## src/rtl/div_pkg.sv

```systemverilog
// Shared definitions for the sequential divide path: state encoding,
// default operand width and the divide-by-zero quotient constant.
package div_pkg;

    localparam int DIV_WIDTH = 8;
    localparam int CNT_W     = $clog2(DIV_WIDTH);

    localparam logic [DIV_WIDTH-1:0] QUO_ONES = {DIV_WIDTH{1'b1}};

    typedef enum logic [1:0] {
        IDLE = 2'd0,
        CALC = 2'd1,
        FIN  = 2'd2
    } div_state_e;

endpackage

```

## src/rtl/full_subtractor.sv

```systemverilog
// One-bit full subtractor cell: diff = a - b - bin, bout is the borrow out.
module full_subtractor (
    input  logic a,
    input  logic b,
    input  logic bin,
    output logic diff,
    output logic bout
);

    assign diff = a ^ b ^ bin;
    assign bout = (~a & b) | (~(a ^ b) & bin);

endmodule

```

## src/rtl/div8_seq.sv

```systemverilog
// Sequential unsigned restoring divider: one quotient bit per CALC cycle,
// results registered on entry to FIN together with the done pulse.
module div8_seq
    import div_pkg::*;
#(
    parameter int WIDTH = DIV_WIDTH
) (
    input  logic             clk,
    input  logic             rst_n,
    input  logic             start,
    input  logic [WIDTH-1:0] dividend,
    input  logic [WIDTH-1:0] divisor,
    output logic             busy,
    output logic             done,
    output logic [WIDTH-1:0] quotient,
    output logic [WIDTH-1:0] remainder,
    output logic             div_by_zero
);

    div_state_e       state_q, state_d;
    logic [CNT_W-1:0] cnt_q, cnt_d;
    logic [WIDTH-1:0] rem_q, rem_d;
    logic [WIDTH-1:0] q_q, q_d;
    logic [WIDTH-1:0] dvs_q, dvs_d;
    logic             busy_q, busy_d;
    logic             done_q, done_d;
    logic [WIDTH-1:0] quo_out_q, quo_out_d;
    logic [WIDTH-1:0] rem_out_q, rem_out_d;
    logic             dbz_q, dbz_d;

    logic [WIDTH:0]   rem_sh_s;
    logic [WIDTH:0]   dvs_ext_s;
    logic [WIDTH:0]   diff_s;
    logic [WIDTH+1:0] brw_s;
    logic             restore_s;
    logic [WIDTH-1:0] rem_iter_s;
    logic [WIDTH-1:0] q_iter_s;

    // The shift brings the next dividend bit into a WIDTH+1 bit partial remainder.
    assign rem_sh_s  = {rem_q, q_q[WIDTH-1]};
    assign dvs_ext_s = {1'b0, dvs_q};
    assign brw_s[0]  = 1'b0;

    for (genvar i = 0; i <= WIDTH; i++) begin : g_sub
        full_subtractor u_fs (
            .a    (rem_sh_s[i]),
            .b    (dvs_ext_s[i]),
            .bin  (brw_s[i]),
            .diff (diff_s[i]),
            .bout (brw_s[i+1])
        );
    end

    // The difference MSB can only be set together with a borrow, so folding it
    // into the select changes nothing arithmetically.
    assign restore_s  = brw_s[WIDTH+1] | diff_s[WIDTH];
    assign rem_iter_s = restore_s ? rem_sh_s[WIDTH-1:0] : diff_s[WIDTH-1:0];
    assign q_iter_s   = {q_q[WIDTH-2:0], ~restore_s};

    // Next-state and datapath control for IDLE/CALC/FIN.
    always_comb begin
        state_d   = state_q;
        cnt_d     = cnt_q;
        rem_d     = rem_q;
        q_d       = q_q;
        dvs_d     = dvs_q;
        quo_out_d = quo_out_q;
        rem_out_d = rem_out_q;
        dbz_d     = dbz_q;
        case (state_q)
            IDLE: begin
                if (start) begin
                    if (divisor != {WIDTH{1'b0}}) begin
                        state_d = CALC;
                        dvs_d   = divisor;
                        rem_d   = {WIDTH{1'b0}};
                        q_d     = dividend;
                        cnt_d   = {CNT_W{1'b0}};
                    end else begin
                        state_d   = FIN;
                        quo_out_d = QUO_ONES;
                        rem_out_d = dividend;
                        dbz_d     = 1'b1;
                    end
                end else begin
                    state_d = IDLE;
                end
            end
            CALC: begin
                rem_d = rem_iter_s;
                q_d   = q_iter_s;
                cnt_d = cnt_q + {{(CNT_W-1){1'b0}}, 1'b1};
                if (cnt_q == CNT_W'(WIDTH - 1)) begin
                    state_d   = FIN;
                    quo_out_d = q_iter_s;
                    rem_out_d = rem_iter_s;
                    dbz_d     = 1'b0;
                end else begin
                    state_d = CALC;
                end
            end
            FIN: begin
                state_d = IDLE;
            end
            default: begin
                state_d = IDLE;
            end
        endcase
        busy_d = (state_d != IDLE);
        done_d = (state_d == FIN);
    end

    // State, datapath and output registers; everything clears on reset.
    always_ff @(posedge clk or negedge rst_n) begin
        if (!rst_n) begin
            state_q   <= IDLE;
            cnt_q     <= {CNT_W{1'b0}};
            rem_q     <= {WIDTH{1'b0}};
            q_q       <= {WIDTH{1'b0}};
            dvs_q     <= {WIDTH{1'b0}};
            busy_q    <= 1'b0;
            done_q    <= 1'b0;
            quo_out_q <= {WIDTH{1'b0}};
            rem_out_q <= {WIDTH{1'b0}};
            dbz_q     <= 1'b0;
        end else begin
            state_q   <= state_d;
            cnt_q     <= cnt_d;
            rem_q     <= rem_d;
            q_q       <= q_d;
            dvs_q     <= dvs_d;
            busy_q    <= busy_d;
            done_q    <= done_d;
            quo_out_q <= quo_out_d;
            rem_out_q <= rem_out_d;
            dbz_q     <= dbz_d;
        end
    end

    assign busy        = busy_q;
    assign done        = done_q;
    assign quotient    = quo_out_q;
    assign remainder   = rem_out_q;
    assign div_by_zero = dbz_q;

endmodule

```

## config.mk

```make
export PLATFORM = sky130hd
export DESIGN_NAME = div8_seq
export DESIGN_NICKNAME = d
export VERILOG_FILES = /design/src/rtl/div_pkg.sv /design/src/rtl/full_subtractor.sv /design/src/rtl/div8_seq.sv
export SDC_FILE = /design/constraint.sdc
export NUM_CORES = 1
export LEC_CHECK = 0
export BUFFER_PORTS_ARGS = -buffer_cell sky130_fd_sc_hd__buf_4
export CAP_MARGIN = 20
export CORE_MARGIN = 1.5
export CORE_UTILIZATION = 56
export CTS_CLUSTER_DIAMETER = 40
export DETAILED_ROUTE_END_ITERATION = 12
export GPL_TIMING_DRIVEN = 0
export HOLD_SLACK_MARGIN = 0.12
export PLACE_DENSITY = 0.89
export SYNTH_ARGS = -nofsm -noshare
export SYNTH_HDL_FRONTEND = slang
export SYNTH_SLANG_ARGS = --single-unit
```

## constraint.sdc

```tcl
create_clock -name clk -period 8.92 [get_ports clk]
set_input_delay 2.676 -clock clk [delete_from_list [all_inputs] [get_ports clk]]
set_output_delay 2.676 -clock clk [all_outputs]
set_load 0.05 [all_outputs]
```

==> results of run 1 <==
[Yosys cell counts]
library cell   n
ha_1           3
o31ai_1        4
nand2b_1       2
o21ai_0       11
a22o_1         1
clkbuf_1       6
xor2_1         1
nor2_1        15
nor2b_1        1
o21bai_1       1
fa_1           7
o21a_1         1
buf_2          3
a31oi_1        5
nand3_1        5
o211ai_1       4
o31ai_4        1
mux2_2         5
nand3b_1       1
mux2i_1        1
xnor2_1        1
mux2_4         1
o22a_2         7
nand2_1       49
buf_6          2
inv_1         10
or4_4          2
or3b_4         1
o21ba_2        1
dfrtp_1       48
a21oi_1       17
[worst max-delay path: stages (launching register included)]
cell	delay, ns
dfrtp_1	0.39
inv_1	0.05
ha_1	0.17
inv_1	0.06
fa_1	0.15
inv_1	0.05
fa_1	0.37
fa_1	0.39
fa_1	0.39
fa_1	0.42
fa_1	0.47
fa_1	0.49
xor2_1	0.39
mux2_2	0.41
o21ai_0	0.20
mux2_2	0.19
[cells by family after synthesis]
| family | Yosys count | share of synthesized area, % |
|---|---|---|
| xor+xnor | 2 | 0.776 |
| compound gates | 53 | 15.8 |
| buf+inv | 21 | 4.32 |
| simple gates | 76 | 14.4 |
| mux | 7 | 3.60 |
| flops | 48 | 53.2 |
| fa+ha+maj | 10 | 7.87 |
[layer usage]
layer / vias up / routed length, um / GRT usage (%)
met5: - / 0 / 0
met4: 0 / 68 / 8.16
met3: 8 / 345 / 5.07
met2: 70 / 2510 / 43.9
met1: 884 / 2130 / 34.2
li1: 823 / - / -
[sequential cells by signal, indices dropped and copies added (netlist names)]
name	cells
state_q	2
rem_q	8
quotient	8
div_by_zero	1
busy	1
q_q	8
done	1
cnt_q	3
dvs_q	8
remainder	8
[path summary, 6_finish.rpt]
kind | startpoint | endpoint | slack [ns] | depth (start not counted)
worst max-delay path | q_q[7]$_DFFE_PN0P_ | remainder[2]$_DFFE_PN0P_ | 4.27 | 15
worst min-delay path | quotient[2]$_DFFE_PN0P_ | quotient[2]$_DFFE_PN0P_ | 0.50 | 1
worst max register to register | q_q[7]$_DFFE_PN0P_ | remainder[2]$_DFFE_PN0P_ | 4.27 | 15
worst min register to register | quotient[2]$_DFFE_PN0P_ | quotient[2]$_DFFE_PN0P_ | 0.50 | 1
max in group asynchronous | rst_n | dvs_q[3]$_DFFE_PN0P_ | 6.15 | 1
min in group asynchronous | rst_n | remainder[7]$_DFFE_PN0P_ | 2.36 | 1
[layout by cell type (no fill, tap or decap), types with 2 or more instances in the layout]
| cell | instances |
|---|---|
| a31oi_1 | 5 |
| dfrtp_1 | 48 |
| nor2_1 | 15 |
| clkbuf_8 | 6 |
| ha_1 | 3 |
| o21ai_0 | 11 |
| fa_1 | 7 |
| buf_6 | 2 |
| mux2_2 | 5 |
| nand2b_1 | 2 |
| clkbuf_1 | 6 |
| buf_2 | 3 |
| clkinvlp_4 | 2 |
| or4_4 | 2 |
| o211ai_1 | 4 |
| a21oi_1 | 17 |
| nand3_1 | 5 |
| nand2_1 | 49 |
| o22a_2 | 7 |
| inv_1 | 10 |
| buf_4 | 37 |
| o31ai_1 | 4 |
[metrics by stage]
stage          std cells  instance area (um^2)
2_1_floorplan        217                  2260
3_3_place_gp         302                  2590
3_5_place_dp         302                  2590
4_1_cts              310                  2690
5_1_grt              310                  2690
6_report             310                  2690
[final cells by class]
type | count | area share (%)
clock buffer | 6 | 3.07
multi-input combinational | 148 | 35.6
tap | 48 | 2.23
sequential | 48 | 44.6
timing repair buffer | 37 | 10.3
clock inverter | 2 | 0.558
inverter | 10 | 1.39
buffer | 11 | 2.23
==> results.yml, run 1 <==
yosys:
  yosys_warnings: 0
  synth_top_cell_area_share_pct: 53.2
  ys_seq_area_share_pct: 53.2
  syn_nets: 246
  synthCells: 217
  avgSynthCellArea_um2: 10.4
  ys_ff_latch: 48
  synthTopCellsByArea: "dfrtp_1 (53%), nand2_1 (8.1%), fa_1 (6.2%)"
  synthDistinctLibCells: 31
  yosys.area.top_type: "dfrtp_1"
  netlist_area_um2: 2260
final_layout:
  nNetsFinal: 290
  final_util_pct: 71.4
  regArea_um2: 1200
  layout-drive-gt1-share_pct: 26.0
  fillers: 305
  area_growth_pct: 19.3
  multi_input_area_um2: 958
  antennaDiodeCount: 0
placement:
  place_ws_ns: 4.31
  port_buffers: 37
  place_congestion: 0.884
  hpwl_mm: 3.75
floorplanning:
  dieWidth_um: 66.5
  rows: 22
  dieHeight_um: 66.5
  core_area_um2: 3770
  die_area_um2: 4420
  start_util_pct: 59.9
  io_pins: 38
route:
  drt_iter0_drc: 185
  wl_per_cell_um: 16.3
  drc: 0
  first_pass_iters: 4
  avgViaCountPerCell: 5.76
  wl_mm: 5.05
  num_vias: 1785
  antenna_left: 0
clocking:
  cts_tree: "done"
  insertion_delay_ns: 0.31
  path_clk_slew_ns: 0.09
  htreeDepth: 2
  cts.sinks: 48
  cts_hold_buffers: 0
  cts_buffers: 5
  clockBufferDepth: 2
  post_cts_buffers: 0
  post_cts_resize_count: 0
  clockRootBuffer: "clkbuf_8"
critical_path:
  cp_data_required_time_ns: 9.17
  start_kind: "flop"
  crit_type: "reg2reg"
  endpoint_kind: "flop"
  arrival_ns: 4.90
  crit_fanout: 4
timing:
  max_freq_ghz: 0.215
  finalCriticalPeriod_ns: 4.65
  rsz0062_at_grt: "no"
  fin_skew_ns: 0.0103
  worst_pin_slew_ns: 0.761
  drv_slew: 0
  slew_headroom_pct: 48.9
  holdWs_ns: 0.501
  fin_crit_sh_pct: 52.1
  finalSetupViolations: 0
  hold_viol: 0
  final.setup.worst_slack_ns: 4.27
  fin_tns_setup_ns: 0
global_routing:
  grt_pass1_wl_mm: 8.41
  grt_pass1_vias: 1802
  grtUsageTotal_pct: 26.1
  antenna_found_initial: 0
  overflow: 0
  grt_max_degree: 49
run_status:
  status: "complete, no violations"
job:
  drv_cap: 0
min_path:
  hold_class: "reg2reg"
Power of run 1 is not shown: default switching activity piles up to over one toggle a cycle in this logic, so the estimate is an artifact.
==> run 2: changes to the inputs <==
--- a/config.mk
+++ b/config.mk
@@ -8,12 +8,12 @@
 export BUFFER_PORTS_ARGS = -buffer_cell sky130_fd_sc_hd__buf_4
 export CAP_MARGIN = 20
 export CORE_MARGIN = 1.5
-export CORE_UTILIZATION = 56
+export CORE_UTILIZATION = 55
 export CTS_CLUSTER_DIAMETER = 40
 export DETAILED_ROUTE_END_ITERATION = 12
 export GPL_TIMING_DRIVEN = 0
 export HOLD_SLACK_MARGIN = 0.12
-export PLACE_DENSITY = 0.89
+export PLACE_DENSITY = 0.88
 export SYNTH_ARGS = -nofsm -noshare
 export SYNTH_HDL_FRONTEND = slang
 export SYNTH_SLANG_ARGS = --single-unit
==> constraint.sdc (replaced) <==
create_clock -name clk -period 4.35 [get_ports clk]
set_input_delay 1.305 -clock clk [delete_from_list [all_inputs] [get_ports clk]]
set_output_delay 1.305 -clock clk [all_outputs]
set_load 0.05 [all_outputs]
==> results.yml, run 2 (synthesized netlist as in run 1, its figures left out) <==
global_routing:
  grt_pass1_vias: 1719
  grt_max_degree: 49
  overflow: 0
  grt_pass1_wl_mm: 8.32
  antenna_found_initial: 0
  grtUsageTotal_pct: 25.9
clocking:
  cts.sinks: 48
  htreeDepth: 2
  clockRootBuffer: "clkbuf_8"
  cts_buffers: 5
  post_cts_buffers: 0
  insertion_delay_ns: 0.32
  clockBufferDepth: 2
  path_clk_slew_ns: 0.10
  cts_tree: "done"
placement:
  place_congestion: 0.859
  port_buffers: 37
  hpwl_mm: 3.66
  place_ws_ns: -0.312
critical_path:
  cp_data_required_time_ns: 4.61
  r2r_start: "q_q[7]$_DFFE_PN0P_"
  arrival_ns: 4.48
  crit_type: "reg2reg"
  crit_fanout: 4
  endpoint_kind: "flop"
  r2r-end: "remainder[2]$_DFFE_PN0P_"
  reg2reg_depth: 15
  start_kind: "flop"
  ff2ff_setup_slack_ns: 0.13
timing:
  slew_headroom_pct: 60.6
  max_freq_ghz: 0.237
  fin_skew_ns: 0.0152
  drv_slew: 0
  finalCriticalPeriod_ns: 4.22
  worst_pin_slew_ns: 0.591
  rsz0062_at_grt: "no"
  fin_crit_sh_pct: 97.0
  hold_viol: 0
  finalSetupViolations: 0
  final.setup.worst_slack_ns: 0.130
route:
  wl_met1_mm: 2.09
  met3_length_um: 346
  avgViaCountPerCell: 5.63
  wl_per_cell_um: 16.3
  num_vias: 1757
  antenna_left: 0
  wl_met2_mm: 2.51
  first_pass_iters: 4
  drt_iter0_drc: 207
  wl_mm: 5.07
  drc: 0
  top_layer: "met4"
floorplanning:
  start_util_pct: 56.8
  dieHeight_um: 67.1
  dieWidth_um: 67.1
  io_pins: 38
  rows: 23
  die_area_um2: 4500
  core_area_um2: 3970
min_path:
  hold_depth: 2
  min-delay-start: "dvs_q[0]$_DFFE_PN0P_"
  hold_end: "dvs_q[0]$_DFFE_PN0P_"
  hold_class: "reg2reg"
job:
  drv_cap: 0
final_layout:
  fillers: 331
  nNetsFinal: 290
  antennaDiodeCount: 0
  layout_commonest_cell: "nand2_1"
  area_growth_pct: 20.8
  layout-drive-gt1-share_pct: 29.0
  multi_input_area_um2: 1000
  final_util_pct: 68.7
  regArea_um2: 1200
  mostFrequentLayoutCells: "nand2_1 (49), dfrtp_1 (48), buf_4 (37)"
run_status:
  status: "complete, no violations"
run 2: cell types whose count changed in the layout (fill, tap and decap cells not counted), sizes merged:
cell and change:
clkinv +3, clkinvlp -2, clkbuf -1
run 2: critical path, cell delays in order, from the launching register on:
cell     delay [ns]
dfrtp_1        0.38
inv_1          0.06
ha_1           0.17
inv_1          0.07
fa_1           0.17
inv_1          0.05
fa_1           0.37
fa_2           0.37
fa_2           0.37
fa_2           0.36
fa_2           0.40
fa_2           0.44
xor2_4         0.24
mux2_2         0.38
o21ai_0        0.18
mux2_2         0.18
run 2: what timing repair did:
action | in CTS | in global routing
endpoints found under the setup margin | 18 | 7
gates cloned | 0 | 0
pin swaps | 2 | 2
resized for setup | 7 | 2
hold buffers | 0 | 0
run 2: through the flow:
step | cells | setup TNS, ns | hold WS (ns) | instance area (um^2)
6_report | 312 | 0 | 0.486 | 2730
5_1_grt | 312 | 0 | 0.518 | 2730
4_1_cts | 312 | 0 | 0.491 | 2720
3_5_place_dp | 304 | -3.69 | 0.469 | 2600
3_3_place_gp | 304 | -1.99 | 0.470 | 2600
2_1_floorplan | 217 | 0 | 0.452 | 2260
run 2: routing by layer:
layer | GRT usage, % | up-vias
met2 | 40.5 | 74
met3 | 6.08 | 16
li1 | - | 821
met4 | 11.5 | 0
met5 | 0 | -
met1 | 34.3 | 846
run 2: layout make-up:
| class | count | area share (%) |
|---|---|---|
| plain buffers | 11 | 2.20 |
| clock buffers | 5 | 2.52 |
| clock inverters | 3 | 0.688 |
| inverters | 10 | 1.38 |
| multi-input cells | 148 | 36.7 |
| flip-flops and latches | 48 | 44.0 |
| well taps | 50 | 2.29 |
| repair buffers | 37 | 10.2 |
run 2: worst max-delay path by stage:
stage | start | to | slack (ns) | depth (start not counted)
after floorplan | dvs_q[0]$_DFFE_PN0P_ | remainder[3]$_DFFE_PN0P_ | 0.1 | 14
after global placement | q_q[7]$_DFFE_PN0P_ | remainder[1]$_DFFE_PN0P_ | -0.22 | 15
after detailed placement | q_q[7]$_DFFE_PN0P_ | remainder[1]$_DFFE_PN0P_ | -0.31 | 15
after CTS | q_q[7]$_DFFE_PN0P_ | remainder[2]$_DFFE_PN0P_ | 0.03 | 15
after global routing | q_q[7]$_DFFE_PN0P_ | remainder[1]$_DFFE_PN0P_ | 0.03 | 15
final | q_q[7]$_DFFE_PN0P_ | remainder[2]$_DFFE_PN0P_ | 0.13 | 15
Power of run 2 is left out for the same reason.
==> run 3: changes to the inputs <==
--- a/config.mk
+++ b/config.mk
@@ -7,13 +7,14 @@
 export LEC_CHECK = 0
 export BUFFER_PORTS_ARGS = -buffer_cell sky130_fd_sc_hd__buf_4
 export CAP_MARGIN = 20
-export CORE_MARGIN = 1.5
+export CORE_MARGIN = 2
 export CORE_UTILIZATION = 55
 export CTS_CLUSTER_DIAMETER = 40
 export DETAILED_ROUTE_END_ITERATION = 12
 export GPL_TIMING_DRIVEN = 0
 export HOLD_SLACK_MARGIN = 0.12
 export PLACE_DENSITY = 0.88
+export RECOVER_POWER = 25
 export SYNTH_ARGS = -nofsm -noshare
 export SYNTH_HDL_FRONTEND = slang
 export SYNTH_SLANG_ARGS = --single-unit
==> constraint.sdc (replaced) <==
create_clock -name clk -period 4.5 [get_ports clk]
set_input_delay 1.35 -clock clk [delete_from_list [all_inputs] [get_ports clk]]
set_output_delay 1.35 -clock clk [all_outputs]
set_load 0.05 [all_outputs]
==> results.yml, run 3 (synthesized netlist as in run 1, its figures left out) <==
placement:
  place_congestion: 0.865
  hpwl_mm: 3.68
  port_buffers: 37
  place_ws_ns: -0.119
global_routing:
  overflow: 0
  grt_max_degree: 49
  grtUsageTotal_pct: 24.5
  grt_pass1_wl_mm: 8.08
  antenna_found_initial: 0
  grt_pass1_vias: 1660
min_path:
  hold_depth: 1
  hold_end: "quotient[1]$_DFFE_PN0P_"
  min-delay-start: "quotient[1]$_DFFE_PN0P_"
  hold_class: "reg2reg"
floorplanning:
  rows: 23
  core_area_um2: 3970
  dieWidth_um: 68.1
  die_area_um2: 4630
  io_pins: 38
  start_util_pct: 56.8
  dieHeight_um: 68.1
timing:
  fin_crit_sh_pct: 95.7
  finalCriticalPeriod_ns: 4.31
  max_freq_ghz: 0.232
  final.setup.worst_slack_ns: 0.194
  hold_viol: 0
  slew_headroom_pct: -62.8
  finalSetupViolations: 0
  drv_slew: 49
  worst_pin_slew_ns: 2.44
  holdWs_ns: 0.496
  rsz0062_at_grt: "no"
  fin_skew_ns: 0.00692
clocking:
  htreeDepth: 2
  cts_hold_buffers: 0
  cts.sinks: 48
  cts_buffers: 5
  path_clk_slew_ns: 0.09
  cts_tree: "done"
  clockBufferDepth: 2
  insertion_delay_ns: 0.31
  clockRootBuffer: "clkbuf_8"
critical_path:
  max_stage_delay_ns: 0.45
  arrival_ns: 4.56
  crit_chain: "inv_1 -> ha_1 -> inv_1 -> fa_1 -> inv_1 -> fa_1 -> fa_2 -> fa_1 -> fa_2 -> fa_1 -> fa_2 -> xor2_4 -> mux2_2 -> o21ai_0 -> mux2_4"
  start_kind: "flop"
  reg2reg_depth: 15
  endpoint_kind: "flop"
  cpMostUsedCell: "fa_1"
  crit_slowest_cell: "fa_1"
  r2r-end: "remainder[3]$_DFFE_PN0P_"
  crit_fanout: 4
  cp_data_required_time_ns: 4.76
  crit_start: "q_q[7]$_DFFE_PN0P_"
  crit_type: "reg2reg"
  r2r_start: "q_q[7]$_DFFE_PN0P_"
  ff2ff_setup_slack_ns: 0.19
final_layout:
  multi_input_area_um2: 996
  mostFrequentLayoutCells: "nand2_1 (49), dfrtp_1 (48), buf_4 (37)"
  final_util_pct: 69.3
  antennaDiodeCount: 0
  layout_commonest_cell: "nand2_1"
  fillers: 313
  area_growth_pct: 21.8
  layout-drive-gt1-share_pct: 28.1
  regArea_um2: 1200
  nNetsFinal: 291
route:
  wl_per_cell_um: 16.1
  drc: 0
  antenna_left: 0
  avgViaCountPerCell: 5.69
  drt_iter0_drc: 162
  wl_mm: 5.03
  first_pass_iters: 5
  num_vias: 1782
run_status:
  violations: "capacitance limit, slew limit"
  status: "finished, violations left"
job:
  drv_cap: 1
## run 3: worst max-delay path, delay by kind of cell (launching register included)
| kind | cells | cell delay, ns |
|---|---|---|
| AO/OA/AOI/OAI | 1 | 0.17 |
| XOR/XNOR | 1 | 0.22 |
| adder cells (fa/ha/maj) | 8 | 2.72 |
| buffers and inverters | 3 | 0.18 |
| flip-flops | 1 | 0.40 |
| multiplexers | 2 | 0.56 |
## run 3: how the worst max path moves through the flow
stage | slack (ns) | endpoint
after floorplan | 0.25 | remainder[3]$_DFFE_PN0P_
after global placement | -0.09 | remainder[1]$_DFFE_PN0P_
after detailed placement | -0.12 | remainder[1]$_DFFE_PN0P_
after CTS | 0.01 | remainder[3]$_DFFE_PN0P_
after global routing | 0.02 | remainder[7]$_DFFE_PN0P_
final | 0.19 | remainder[3]$_DFFE_PN0P_
## run 3: final cells by class
| class | count | area share [%] |
|---|---|---|
| flip-flops and latches | 48 | 43.7 |
| multi-input cells | 148 | 36.2 |
| clock buffers | 5 | 2.50 |
| well taps | 50 | 2.27 |
| repair buffers | 38 | 10.2 |
| plain buffers | 11 | 2.18 |
| inverters | 10 | 1.36 |
| clock inverters | 3 | 1.55 |
## run 3: timing repair
item	in CTS	in global routing
cloned	0	0
setup buffers	0	1
resized for setup	4	3
pin swaps	1	2
endpoints found under the setup margin	12	15
## run 3: stage by stage
stage | instance area (um^2) | instances | setup TNS (ns)
after floorplan | 2260 | 217 | 0
after global placement | 2600 | 304 | -0.224
after detailed placement | 2600 | 304 | -0.869
after CTS | 2740 | 312 | 0
final | 2750 | 313 | 0
after global routing | 2750 | 313 | 0
## run 3: metal layers
metal	global-route usage [%]	wire, um	vias up
li1	-	-	827
met5	0	0	-
met1	31.8	2080	874
met4	8.50	110	0
met2	40.0	2530	67
met3	6.25	317	14
Power of run 3 is left out for the same reason.
